**config.mk**
```make
export PLATFORM = sky130hd
export DESIGN_NAME = capture_sequencer_flat
export DESIGN_NICKNAME = d
export VERILOG_FILES = /design/src/rtl/capture_sequencer_pkg.sv /design/src/rtl/capture_sequencer_if.sv /design/src/rtl/capture_sequencer_sample_buffer.sv /design/src/rtl/capture_sequencer.sv /design/src/flat_wrapper.sv
export SDC_FILE = /design/constraint.sdc
export NUM_CORES = 1
export LEC_CHECK = 0
export CORE_UTILIZATION = 59
export DETAILED_ROUTE_END_ITERATION = 16
export HOLD_SLACK_MARGIN = 0.1
export PLACE_DENSITY_LB_ADDON = 0.3
export REMOVE_ABC_BUFFERS = 1
export SYNTH_ARGS = -nofsm -noshare
export SYNTH_HDL_FRONTEND = slang
export SYNTH_SLANG_ARGS = --single-unit
```
**constraint.sdc**
```tcl
create_clock -name clk -period 3.45 [get_ports clk]
set_input_delay 0.69 -clock clk [delete_from_list [all_inputs] [get_ports clk]]
set_output_delay 0.69 -clock clk [all_outputs]
set_load 0.005 [all_outputs]
```
**src/rtl/capture_sequencer_pkg.sv**
```systemverilog
// Shared types and constants for the ADC capture sequencer.
package capture_pkg;

   typedef enum logic [1:0] {
      IDLE,
      CAPTURE,
      DRAIN
   } state_t;

   localparam int unsigned SAMPLE_W_DEF = 12;
   localparam int unsigned DEPTH_DEF    = 10;
   localparam int unsigned PTR_W        = 4;

   // Buffer pointer increment, wrapping at depth-1 back to 0.
   function automatic logic [PTR_W-1:0] ptr_inc(input logic [PTR_W-1:0] p,
                                                input int unsigned      depth);
      return (p == PTR_W'(depth - 1)) ? '0 : p + 1'b1;
   endfunction

endpackage

```
**src/rtl/capture_sequencer_if.sv**
```systemverilog
// Sample-in / transmit-out handshake bundle of the capture sequencer.
// master = the sequencer, slave = ADC reader plus Arduino writer side.
interface capture_sequencer_if
   import capture_pkg::*;
#(
   parameter int unsigned SAMPLE_W = SAMPLE_W_DEF
) ();

   logic                sample_valid;
   logic [SAMPLE_W-1:0] sample;
   logic                adc_en;
   logic [SAMPLE_W-1:0] tx_data;
   logic                tx_valid;
   logic                tx_ready;

   modport master (
      input  sample_valid, sample, tx_ready,
      output adc_en, tx_data, tx_valid
   );

   modport slave (
      output sample_valid, sample, tx_ready,
      input  adc_en, tx_data, tx_valid
   );

endinterface

```
**src/rtl/capture_sequencer_sample_buffer.sv**
```systemverilog
// Register-array FIFO holding one acquisition. Contents survive reset and
// clear; only pointers and level are cleared. head is registered and always
// shows the entry at the read pointer.
module sample_buffer
   import capture_pkg::*;
#(
   parameter int unsigned SAMPLE_W = SAMPLE_W_DEF,
   parameter int unsigned DEPTH    = DEPTH_DEF
) (
   input  logic                clk,
   input  logic                rst,
   input  logic                clear,
   input  logic                wr_en,
   input  logic [SAMPLE_W-1:0] wr_data,
   input  logic                rd_adv,
   output logic [SAMPLE_W-1:0] head,
   output logic [PTR_W-1:0]    level
);

   logic [SAMPLE_W-1:0] mem [DEPTH];
   logic [PTR_W-1:0]    wr_ptr, rd_ptr, rd_next;
   logic [SAMPLE_W-1:0] head_d;
   logic                wr_go;

   assign wr_go = wr_en && !clear;

   // Sample storage, written at the write pointer; deliberately not reset.
   always_ff @(posedge clk) begin
      for (int unsigned i = 0; i < DEPTH; i++) begin
         if (wr_go && wr_ptr == PTR_W'(i)) mem[i] <= wr_data;
      end
   end

   // Pointers and fill level.
   always_ff @(posedge clk or posedge rst) begin
      if (rst) begin
         wr_ptr <= '0;
         rd_ptr <= '0;
         level  <= '0;
      end else if (clear) begin
         wr_ptr <= '0;
         rd_ptr <= '0;
         level  <= '0;
      end else begin
         if (wr_en) wr_ptr <= ptr_inc(wr_ptr, DEPTH);
         rd_ptr <= rd_next;
         case ({wr_en, rd_adv})
            2'b10:   level <= level + 1'b1;
            2'b01:   level <= level - 1'b1;
            default: level <= level;
         endcase
      end
   end

   // Next head: entry at the upcoming read pointer, bypassing a same-cycle
   // write so a sample is visible the cycle after it arrives.
   always_comb begin
      rd_next = clear ? '0 : (rd_adv ? ptr_inc(rd_ptr, DEPTH) : rd_ptr);
      head_d  = '0;
      for (int unsigned i = 0; i < DEPTH; i++) begin
         if (rd_next == PTR_W'(i)) head_d = mem[i];
      end
      if (wr_go && wr_ptr == rd_next) head_d = wr_data;
   end

   // Registered head output.
   always_ff @(posedge clk or posedge rst) begin
      if (rst) head <= '0;
      else     head <= head_d;
   end

endmodule

```
**src/rtl/capture_sequencer.sv**
```systemverilog
// Acquisition sequencer: enables the ADC reader, buffers DEPTH samples, then
// drains them oldest-first to the Arduino writer over valid/ready.
module capture_sequencer
   import capture_pkg::*;
#(
   parameter int unsigned SAMPLE_W = SAMPLE_W_DEF,
   parameter int unsigned DEPTH    = DEPTH_DEF
) (
   input  logic                clk,
   input  logic                rst,
   input  logic                start,
   input  logic                abort,
   capture_sequencer_if.master bus,
   output logic                busy,
   output logic                done,
   output logic [PTR_W-1:0]    level
);

   state_t              state_q, state_d;
   logic                buf_clear, buf_wr, xfer, last_wr, last_xfer;
   logic                adc_en_q, tx_valid_q;
   logic                adc_en_d, tx_valid_d, busy_d, done_d;
   logic [SAMPLE_W-1:0] head;

   assign buf_clear = abort || (state_q == IDLE && start);
   assign buf_wr    = (state_q == CAPTURE) && bus.sample_valid && !abort &&
                      (level < PTR_W'(DEPTH));
   assign xfer      = (state_q == DRAIN) && tx_valid_q && bus.tx_ready && !abort;
   assign last_wr   = buf_wr && (level == PTR_W'(DEPTH - 1));
   assign last_xfer = xfer && (level == PTR_W'(1));

   sample_buffer #(
      .SAMPLE_W (SAMPLE_W),
      .DEPTH    (DEPTH)
   ) u_buf (
      .clk     (clk),
      .rst     (rst),
      .clear   (buf_clear),
      .wr_en   (buf_wr),
      .wr_data (bus.sample),
      .rd_adv  (xfer),
      .head    (head),
      .level   (level)
   );

   // State register.
   always_ff @(posedge clk or posedge rst) begin
      if (rst) state_q <= IDLE;
      else     state_q <= state_d;
   end

   // Next-state logic; abort overrides everything.
   always_comb begin
      state_d = state_q;
      if (abort) begin
         state_d = IDLE;
      end else begin
         case (state_q)
            IDLE:    if (start)     state_d = CAPTURE;
            CAPTURE: if (last_wr)   state_d = DRAIN;
            DRAIN:   if (last_xfer) state_d = IDLE;
            default:                state_d = IDLE;
         endcase
      end
   end

   // Output decode from the upcoming state so outputs register in step with it.
   always_comb begin
      adc_en_d   = (state_d == CAPTURE);
      tx_valid_d = (state_d == DRAIN);
      busy_d     = (state_d != IDLE);
      done_d     = last_xfer;
   end

   // Output registers.
   always_ff @(posedge clk or posedge rst) begin
      if (rst) begin
         adc_en_q   <= 1'b0;
         tx_valid_q <= 1'b0;
         busy       <= 1'b0;
         done       <= 1'b0;
      end else begin
         adc_en_q   <= adc_en_d;
         tx_valid_q <= tx_valid_d;
         busy       <= busy_d;
         done       <= done_d;
      end
   end

   assign bus.adc_en   = adc_en_q;
   assign bus.tx_valid = tx_valid_q;
   assign bus.tx_data  = head;

endmodule
```
**src/flat_wrapper.sv**
```systemverilog
// flat-port wrapper written by rule: the top's interface ports become plain ports
module capture_sequencer_flat import capture_pkg::*;
#(
   parameter int unsigned SAMPLE_W = SAMPLE_W_DEF,
   parameter int unsigned DEPTH    = DEPTH_DEF
)
  (clk, rst, start, abort, busy, done, level, bus_sample_valid, bus_sample, bus_tx_ready, bus_adc_en, bus_tx_data, bus_tx_valid);
  capture_sequencer_if #(.SAMPLE_W(SAMPLE_W)) bus_i ();
  input  logic clk;
  input  logic rst;
  input  logic start;
  input  logic abort;
  output logic busy;
  output logic done;
  output logic [PTR_W-1:0] level;
  input wire logic [$bits(bus_i.sample_valid)-1:0] bus_sample_valid;
  input wire logic [$bits(bus_i.sample)-1:0] bus_sample;
  input wire logic [$bits(bus_i.tx_ready)-1:0] bus_tx_ready;
  output wire logic [$bits(bus_i.adc_en)-1:0] bus_adc_en;
  output wire logic [$bits(bus_i.tx_data)-1:0] bus_tx_data;
  output wire logic [$bits(bus_i.tx_valid)-1:0] bus_tx_valid;
  assign bus_i.sample_valid = bus_sample_valid;
  assign bus_i.sample = bus_sample;
  assign bus_i.tx_ready = bus_tx_ready;
  assign bus_adc_en = bus_i.adc_en;
  assign bus_tx_data = bus_i.tx_data;
  assign bus_tx_valid = bus_i.tx_valid;
  capture_sequencer #(.SAMPLE_W(SAMPLE_W), .DEPTH(DEPTH)) u_core (.clk(clk), .rst(rst), .start(start), .abort(abort), .bus(bus_i), .busy(busy), .done(done), .level(level));
endmodule
```
==> metrics.md, run 1 <==
| Metric | Value |
|---|---|
| Proportion of power drawn by combinational gates | 0.031 |
| Unrepaired setup endpoints after global routing | false |
| GP Congestion | 0.859 |
| Die Outline Area | 10900 µm² |
| Number of cells upsized or downsized after cts | 0 |
| Number of remaining DRC errors | 0 |
| Net switching fraction of the power | 0.199 |
| Power consumption | 3750 µW |
| Leakage | 0.00257 µW |
| Cell area after technology mapping | 6180 µm² |
| Total vias in the final route | 4260 |
| Antenna violations before repair | 0 |
| Total setup violations reported at the end of the flow | 0 |
| Htree depth | 4 |
| Number of synthesized register bits | 150 |
| Critical Path End Type | flip-flop |
| Maximum count of clock buffers along a single path | 2 |
| Core outline area | 10200 µm² |
| Data required, critical path | 3850 ps |
| CTS Root Buffer Type | sky130_fd_sc_hd__clkbuf_8 |
| Startpoint of the worst-slack reg-to-reg timing path | u_core.u_buf.rd_ptr[1]$_DFF_PP0_ |
| Count of flip-flops with a built-in enable after synthesis | 120 |
| Number of antenna-violating nets in the routed design | 0 |
| Clock tree from TritonCTS | built |
| Port Buffers | 37 |
| Maximum ir drop on the vdd rail | 0.000496 V |
| Worst relative slew slack | 0.446 |
| Average vias per placed instance | 6.28 |
| Worst-skew pair later-pin latency | 530 ps |
| Clock Skews | 8.44 ps |
| Kind of critical path | input pin to flip-flop |
| Worst min-delay path endpoint | u_core.u_buf.head[2]$_DFF_PP0_ |
| Pwr dens | 504 nW/µm² |
| Fraction of synthesis flops using an asynchronous set or reset pin | 0.200 |
| Site Rows | 37 |
| Sequential fraction of the synthesis area | 0.704 |
| Worst-case reg-to-reg path depth | 7 |
| Share of post-route cells with drive strength above 1 | 0.129 |
| Post-detailed-routing wire length | 14.1 mm |
| Cell variety after synth | 53 |
| Avg WL per Cell | 20.8 µm |
| Count of antenna diodes in the layout | 0 |
| Worst reg2reg path endpoint | u_core.u_buf.head[8]$_DFF_PP0_ |
| Summed negative setup slack over all endpoints | 0 ps |
| Highest fanout seen on the critical path | 19 |
| NumNets Final | 551 |
| Total I/O pin count | 38 |
| CTS clk-pin slew, worst paths | 60 ps |
| Peak Freq | 343 MHz |
| Worst slew pin tran | 823 ps |
| Commonest cells in the synthesized netlist | 120 x sky130_fd_sc_hd__edfxtp_1, 47 x sky130_fd_sc_hd__nor2_1, 30 x sky130_fd_sc_hd__dfrtp_1 |
| Setup fix buffers added after clock tree synthesis | 0 |
| Outcome | finished clean |
| Max-capacitance violation count | 0 |
| Most instantiated flip-flop cell in the synthesis netlist | sky130_fd_sc_hd__edfxtp_1 |
| Count leader, synth | sky130_fd_sc_hd__edfxtp_1 |
| Iteration-0 DRC Markers | 310 |
| Number of buffers created by CTS | 17 |
| Initial core utilization | 0.605 |
| Clock network fraction of total power | 0.441 |
| Wire length of the first global-routing pass | 22.2 mm |
| Final period util | 0.845 |
| Worst Hold Launch | u_core.u_buf.mem[9][2]$_DFFE_PP_ |
| Biggest area contributors in the synthesized netlist | sky130_fd_sc_hd__edfxtp_1 58%, sky130_fd_sc_hd__dfrtp_1 12%, sky130_fd_sc_hd__nor2_1 2.9%, sky130_fd_sc_hd__a22oi_1 2.2%, sky130_fd_sc_hd__o21ai_0 2.2% |
| GRT Overall Usage | 0.278 |
| Worst reg-to-reg setup slack | 680 ps |
| Launch point of the worst path | start |
| Total count of max-transition violations in the final report | 0 |
| HPWL after detailed placement | 8.75 mm |
| Yosys Warn Count | 0 |
| Dominant cell type by area after synthesis | sky130_fd_sc_hd__edfxtp_1 |
| Residual overflow from global routing | 0 |
| Number of buffers inserted for hold repair after clock tree synthesis | 0 |
| Worst hold path class | flip-flop to flip-flop |
| Width of the chip | 104 µm |
| Gate Count Post-Synth | 464 |
| FILL cells | 655 |
| Area growth from synthesis to layout | 20.2% |
| Share of power burned in registers | 0.528 |
| Vias in the first global route | 4278 |
| Count of endpoints failing hold in the final timing report | 0 |
| Pin count of the biggest net entering global routing | 31 |
| Number of cells traversed by the worst hold path | 2 |
| Synthesized area per cell | 13.3 µm² |
| Arrival time of data at the critical path endpoint | 3320 ps |
| Die height | 104 µm |
| Switching power | 746 µW |
| Setup crit start kind | input pin |
| Number of detailed-route iterations in the first pass | 5 |
| Clock period minus worst slack | 2910 ps |
| Post-synth top area share | 0.583 |
| # clock sinks | 150 |
| Internal Dissipation | 3000 µW |
## power by group through the flow
stage | sequential [µW] | combinational [µW] | clock (µW)
final | 1980 | 115 | 1650
after global routing | 1980 | 126 | 1750
after CTS | 1980 | 116 | 1680
after detailed placement | 2020 | 115 | 0
after global placement | 2020 | 111 | 0
after floorplan | 2020 | 36.8 | 0
## critical path: stages
cell and delay (ps):
sky130_fd_sc_hd__clkdlybuf4s50_1 500, sky130_fd_sc_hd__nor3b_1 370, sky130_fd_sc_hd__or2_2 430, sky130_fd_sc_hd__o21ai_0 150
sky130_fd_sc_hd__a221o_1 340, sky130_fd_sc_hd__a2111o_1 420, sky130_fd_sc_hd__buf_4 220, sky130_fd_sc_hd__o221ai_1 90
sky130_fd_sc_hd__o22ai_1 110
## final cells by class
| class | count | area, µm² | share of cell area |
|---|---|---|---|
| clock buffers | 25 | 454 | 0.0611 |
| clock inverters | 7 | 76.3 | 0.0103 |
| inverters | 15 | 56.3 | 0.00757 |
| multi-input cells | 275 | 1710 | 0.230 |
| flip-flops and latches | 150 | 4350 | 0.586 |
| well taps | 136 | 170 | 0.0229 |
| repair buffers | 70 | 618 | 0.0831 |
## worst max path at each step
| stage | endpoint | slack, ps | depth (start not counted) |
|---|---|---|---|
| 2_1_floorplan | u_core.u_buf.head[2]$_DFF_PP0_ | 250 | 7 |
| 3_3_place_gp | u_core.u_buf.head[2]$_DFF_PP0_ | 230 | 9 |
| 3_5_place_dp | u_core.u_buf.head[3]$_DFF_PP0_ | 110 | 12 |
| 4_1_cts | u_core.u_buf.head[4]$_DFF_PP0_ | 630 | 9 |
| 5_1_grt | u_core.u_buf.head[9]$_DFF_PP0_ | 460 | 9 |
| 6_report | u_core.u_buf.head[4]$_DFF_PP0_ | 540 | 9 |
## per-layer routing
layer,share of wire,global-route usage
met3,0.090,0.0658
met2,0.49,0.443
met4,0.023,0.137
met5,0,0
met1,0.39,0.359
## sequential cells by signal (all words and copies together), names as in the netlist
name,cells
u_core.busy,1
u_core.u_buf.mem,120
u_core.bus.adc_en,1
u_core.bus.tx_valid,1
u_core.u_buf.wr_ptr,4
u_core.state_q,2
u_core.u_buf.head,12
u_core.done,1
u_core.u_buf.rd_ptr,4
u_core.u_buf.level,4
## logic make-up (layout without fill, tap and decap cells)
logic type	Yosys count	count (layout)	synth area share
compound gates	123	123	0.129
xor+xnor	8	8	0.0113
flops	150	150	0.704
fa+ha+maj	4	4	0.00809
buf+inv	39	117	0.0261
mux	9	9	0.0146
simple gates	131	131	0.107
## placed cells by master, fill, tap and decap left out, types with 5 or more instances in the layout
cell / count
sky130_fd_sc_hd__edfxtp_1: 120
sky130_fd_sc_hd__nor2_1: 47
sky130_fd_sc_hd__clkdlybuf4s50_1: 37
sky130_fd_sc_hd__buf_4: 33
sky130_fd_sc_hd__dfrtp_1: 30
sky130_fd_sc_hd__o21ai_0: 27
sky130_fd_sc_hd__a21oi_1: 26
sky130_fd_sc_hd__nand2_1: 18
sky130_fd_sc_hd__a22oi_1: 18
sky130_fd_sc_hd__nor3_1: 17
sky130_fd_sc_hd__clkbuf_16: 16
sky130_fd_sc_hd__o22ai_1: 14
sky130_fd_sc_hd__inv_1: 13
sky130_fd_sc_hd__o211ai_1: 10
sky130_fd_sc_hd__mux2i_1: 9
sky130_fd_sc_hd__nand3_1: 7
sky130_fd_sc_hd__clkbuf_1: 7
sky130_fd_sc_hd__o2bb2ai_1: 6
sky130_fd_sc_hd__or3_1: 5
sky130_fd_sc_hd__nor2b_1: 5
sky130_fd_sc_hd__o221ai_1: 5
sky130_fd_sc_hd__nor3_2: 5
## per-stage QoR
stage | util | cell area, µm² | hold WS (ps) | worst slack, ps | cells
global route | 0.727 | 7440 | 564 | 456 | 678
floorplan | - | 6080 | 502 | 246 | 440
global placement | 0.675 | 6910 | 524 | 227 | 646
finish | 0.727 | 7440 | 535 | 536 | 678
CTS | 0.727 | 7440 | 535 | 627 | 678
detailed placement | 0.675 | 6910 | 524 | 110 | 646
No activity file was read; power rests on OpenSTA's default activity.
==> run 2: changes to the inputs <==
- CORE_UTILIZATION: 59 -> 53
- clock period: 3.45 -> 2.4 ns (I/O delays scaled with it)
==> metrics.md, run 2 (synthesis gave the netlist of run 1 again) <==
| Metric | Value |
|---|---|
| Outcome | finished with violations |
| Failing checks | negative setup slack |
| Leading cell types in the layout, fill and taps excluded | 120 x sky130_fd_sc_hd__edfxtp_1, 60 x sky130_fd_sc_hd__buf_4, 46 x sky130_fd_sc_hd__nor2_1 |
| Highest fanout seen on the critical path | 9 |
| Share of post-route cells with drive strength above 1 | 0.217 |
| HPWL after detailed placement | 9.74 mm |
| Core outline area | 11400 µm² |
| Number of antenna-violating nets in the routed design | 0 |
| GRT Overall Usage | 0.273 |
| Internal Dissipation | 4670 µW |
| Global routing usage on met2 | 0.433 |
| Area growth from synthesis to layout | 29.2% |
| Switching power | 1120 µW |
| Pwr dens | 725 nW/µm² |
| Unrepaired setup endpoints after global routing | true |
| Non-filler instance count after layout | 723 |
| Avg WL per Cell | 21.1 µm |
| Die height | 110 µm |
| FILL cells | 766 |
| Net switching fraction of the power | 0.193 |
| Reg with most FFs | u_core.u_buf.mem |
| Leading cell type in the layout, fill and taps excluded | sky130_fd_sc_hd__edfxtp_1 |
| Number of buffers inserted for hold repair after clock tree synthesis | 0 |
| Antenna violations before repair | 0 |
| Residual overflow from global routing | 0 |
| Met1 track demand over resource | 0.352 |
| Clock Skews | 6.18 ps |
| Critical Path End Type | flip-flop |
| Setup crit start kind | input pin |
| Total setup violations reported at the end of the flow | 12 |
| Summed negative setup slack over all endpoints | -897 ps |
| Number of remaining DRC errors | 0 |
| Vias in the first global route | 4329 |
| Kind of critical path | input pin to flip-flop |
| Iteration-0 DRC Markers | 448 |
| Maximum count of clock buffers along a single path | 2 |
| Count of endpoints failing hold in the final timing report | 0 |
| Worst slew pin tran | 507 ps |
| Initial core utilization | 0.542 |
| Worst-skew pair later-pin latency | 420 ps |
| Wire length of the first global-routing pass | 23.2 mm |
| Global routing met3 resource utilization | 0.0764 |
| Arrival time of data at the critical path endpoint | 2810 ps |
| Worst relative slew slack | 0.660 |
| Clock period minus worst slack | 2520 ps |
| Width of the chip | 110 µm |
| Data required, critical path | 2690 ps |
| Peak Freq | 397 MHz |
| Leakage | 0.00288 µW |
| Total count of max-transition violations in the final report | 0 |
| Average vias per placed instance | 6.03 |
| NumNets Final | 589 |
| Share of power burned in registers | 0.491 |
| Worst path setup slack after routing | -116 ps |
| Site Rows | 39 |
| # placed instances | 689 |
| CTS Root Buffer Type | sky130_fd_sc_hd__clkbuf_16 |
| Maximum ir drop on the vdd rail | 0.000660 V |
| Count of antenna diodes in the layout | 0 |
| Total vias in the final route | 4363 |
| Final period util | 1.05 |
| Footprint of the multi-input gates | 1770 µm² |
| CTS clk-pin slew, worst paths | 60 ps |
| Max-capacitance violation count | 0 |
| Number of detailed-route iterations in the first pass | 5 |
| Die Outline Area | 12100 µm² |
| Post-detailed-routing wire length | 15.2 mm |
| Port Buffers | 37 |
| Worst hold path class | input pin to async pin |
| Max FFs per register | 120 |
| Pin count of the biggest net entering global routing | 31 |
| Total I/O pin count | 38 |
| Htree depth | 4 |
| Proportion of power drawn by combinational gates | 0.032 |
| Clock network fraction of total power | 0.477 |
| Clock tree from TritonCTS | built |
| Regs by FF count | u_core.u_buf.mem: 120 flops, u_core.u_buf.head: 12 flops |
| Area taken by flip-flops and latches | 4360 µm² |
| GP Congestion | 0.849 |
| # clock sinks | 150 |
| Grt peak-use layer | met2 |
| Number of buffers created by CTS | 17 |
run 2: cell count changes in the layout (fill, tap and decap cells not counted), sizes merged, moves of 2 or more:
| cell | delta |
|---|---|
| buf | +38 |
| bufinv | +2 |
| clkbuf | -3 |
| clkinv | +3 |
| clkinvlp | -2 |
run 2: timing repair:
| item | in CTS | in global routing |
|---|---|---|
| setup buffers | 2 | 0 |
| gates resized for setup | 15 | 9 |
| pin swaps | 4 | 3 |
| endpoints found under the setup margin | 12 | 12 |
run 2: through the flow:
stage | area, µm² | hold WS, ps | utilization | worst slack, ps | power [µW]
after floorplan | 6080 | 502 | - | -594 | 2950
after global placement | 7250 | 514 | 0.635 | -577 | 3070
after detailed placement | 7250 | 527 | 0.635 | -628 | 3080
after CTS | 7950 | 476 | 0.696 | -23.0 | 5830
after global routing | 7990 | 519 | 0.700 | -158 | 5940
final | 7990 | 450 | 0.700 | -116 | 5790
run 2: path summary, 6_finish.rpt:
kind / slack, ps / cells past startpoint / from / end
worst max-delay path: -120 / 11 / abort / u_core.u_buf.head[9]$_DFF_PP0_
worst min-delay path: 450 / 3 / rst / u_core.u_buf.head[3]$_DFF_PP0_
worst max register to register: -80 / 11 / u_core.state_q[0]$_DFF_PP0_ / u_core.u_buf.head[9]$_DFF_PP0_
worst min register to register: 540 / 2 / u_core.u_buf.mem[9][8]$_DFFE_PP_ / u_core.u_buf.head[8]$_DFF_PP0_
max in group asynchronous: 1620 / 3 / rst / u_core.u_buf.rd_ptr[1]$_DFF_PP0_
min in group clk: 540 / 2 / u_core.u_buf.mem[9][8]$_DFFE_PP_ / u_core.u_buf.head[8]$_DFF_PP0_
run 2: power groups by stage:
stage / combinational [µW] / clock (µW) / sequential, µW
2_1_floorplan: 52.9 / 0 / 2900
3_3_place_gp: 175 / 0 / 2900
3_5_place_dp: 180 / 0 / 2900
4_1_cts: 185 / 2800 / 2850
5_1_grt: 204 / 2890 / 2850
6_report: 185 / 2760 / 2850
run 2: worst max-delay path, cell delays in order:
cell and delay [ps]:
sky130_fd_sc_hd__clkdlybuf4s50_1 490, sky130_fd_sc_hd__nand2b_4 190, sky130_fd_sc_hd__buf_4 190, sky130_fd_sc_hd__o21a_1 200, sky130_fd_sc_hd__o21ai_1 90, sky130_fd_sc_hd__buf_4 140, sky130_fd_sc_hd__xnor2_1 120, sky130_fd_sc_hd__a2111o_1 530
sky130_fd_sc_hd__buf_6 190, sky130_fd_sc_hd__o221ai_1 70, sky130_fd_sc_hd__o22ai_1 110
run 2: final cells by class:
type / instances / area share
clock buffer: 22 / 0.0606
clock inverter: 10 / 0.0180
inverter: 15 / 0.00705
multi-input combinational: 275 / 0.222
sequential: 150 / 0.545
tap: 143 / 0.0224
timing repair buffer: 108 / 0.125
run 2: layer usage:
layer	up-vias	wire length [µm]
met1	2117	6220
met3	31	1220
met5	-	0
met4	0	342
li1	1994	-
met2	221	7440
==> run 3: changes to the inputs <==
==> constraint.sdc (replaced) <==
create_clock -name clk -period 2.4 [get_ports clk]
set_input_delay 0.48 -clock clk [delete_from_list [all_inputs] [get_ports clk]]
set_output_delay 0.48 -clock clk [all_outputs]
set_load 0.02 [all_outputs]
==> results of run 3 <==
Same layout as run 2 (identical final DEF). Status: finished with violations: negative setup slack.
Among the figures that moved: total power 5790 µW -> 5810 µW
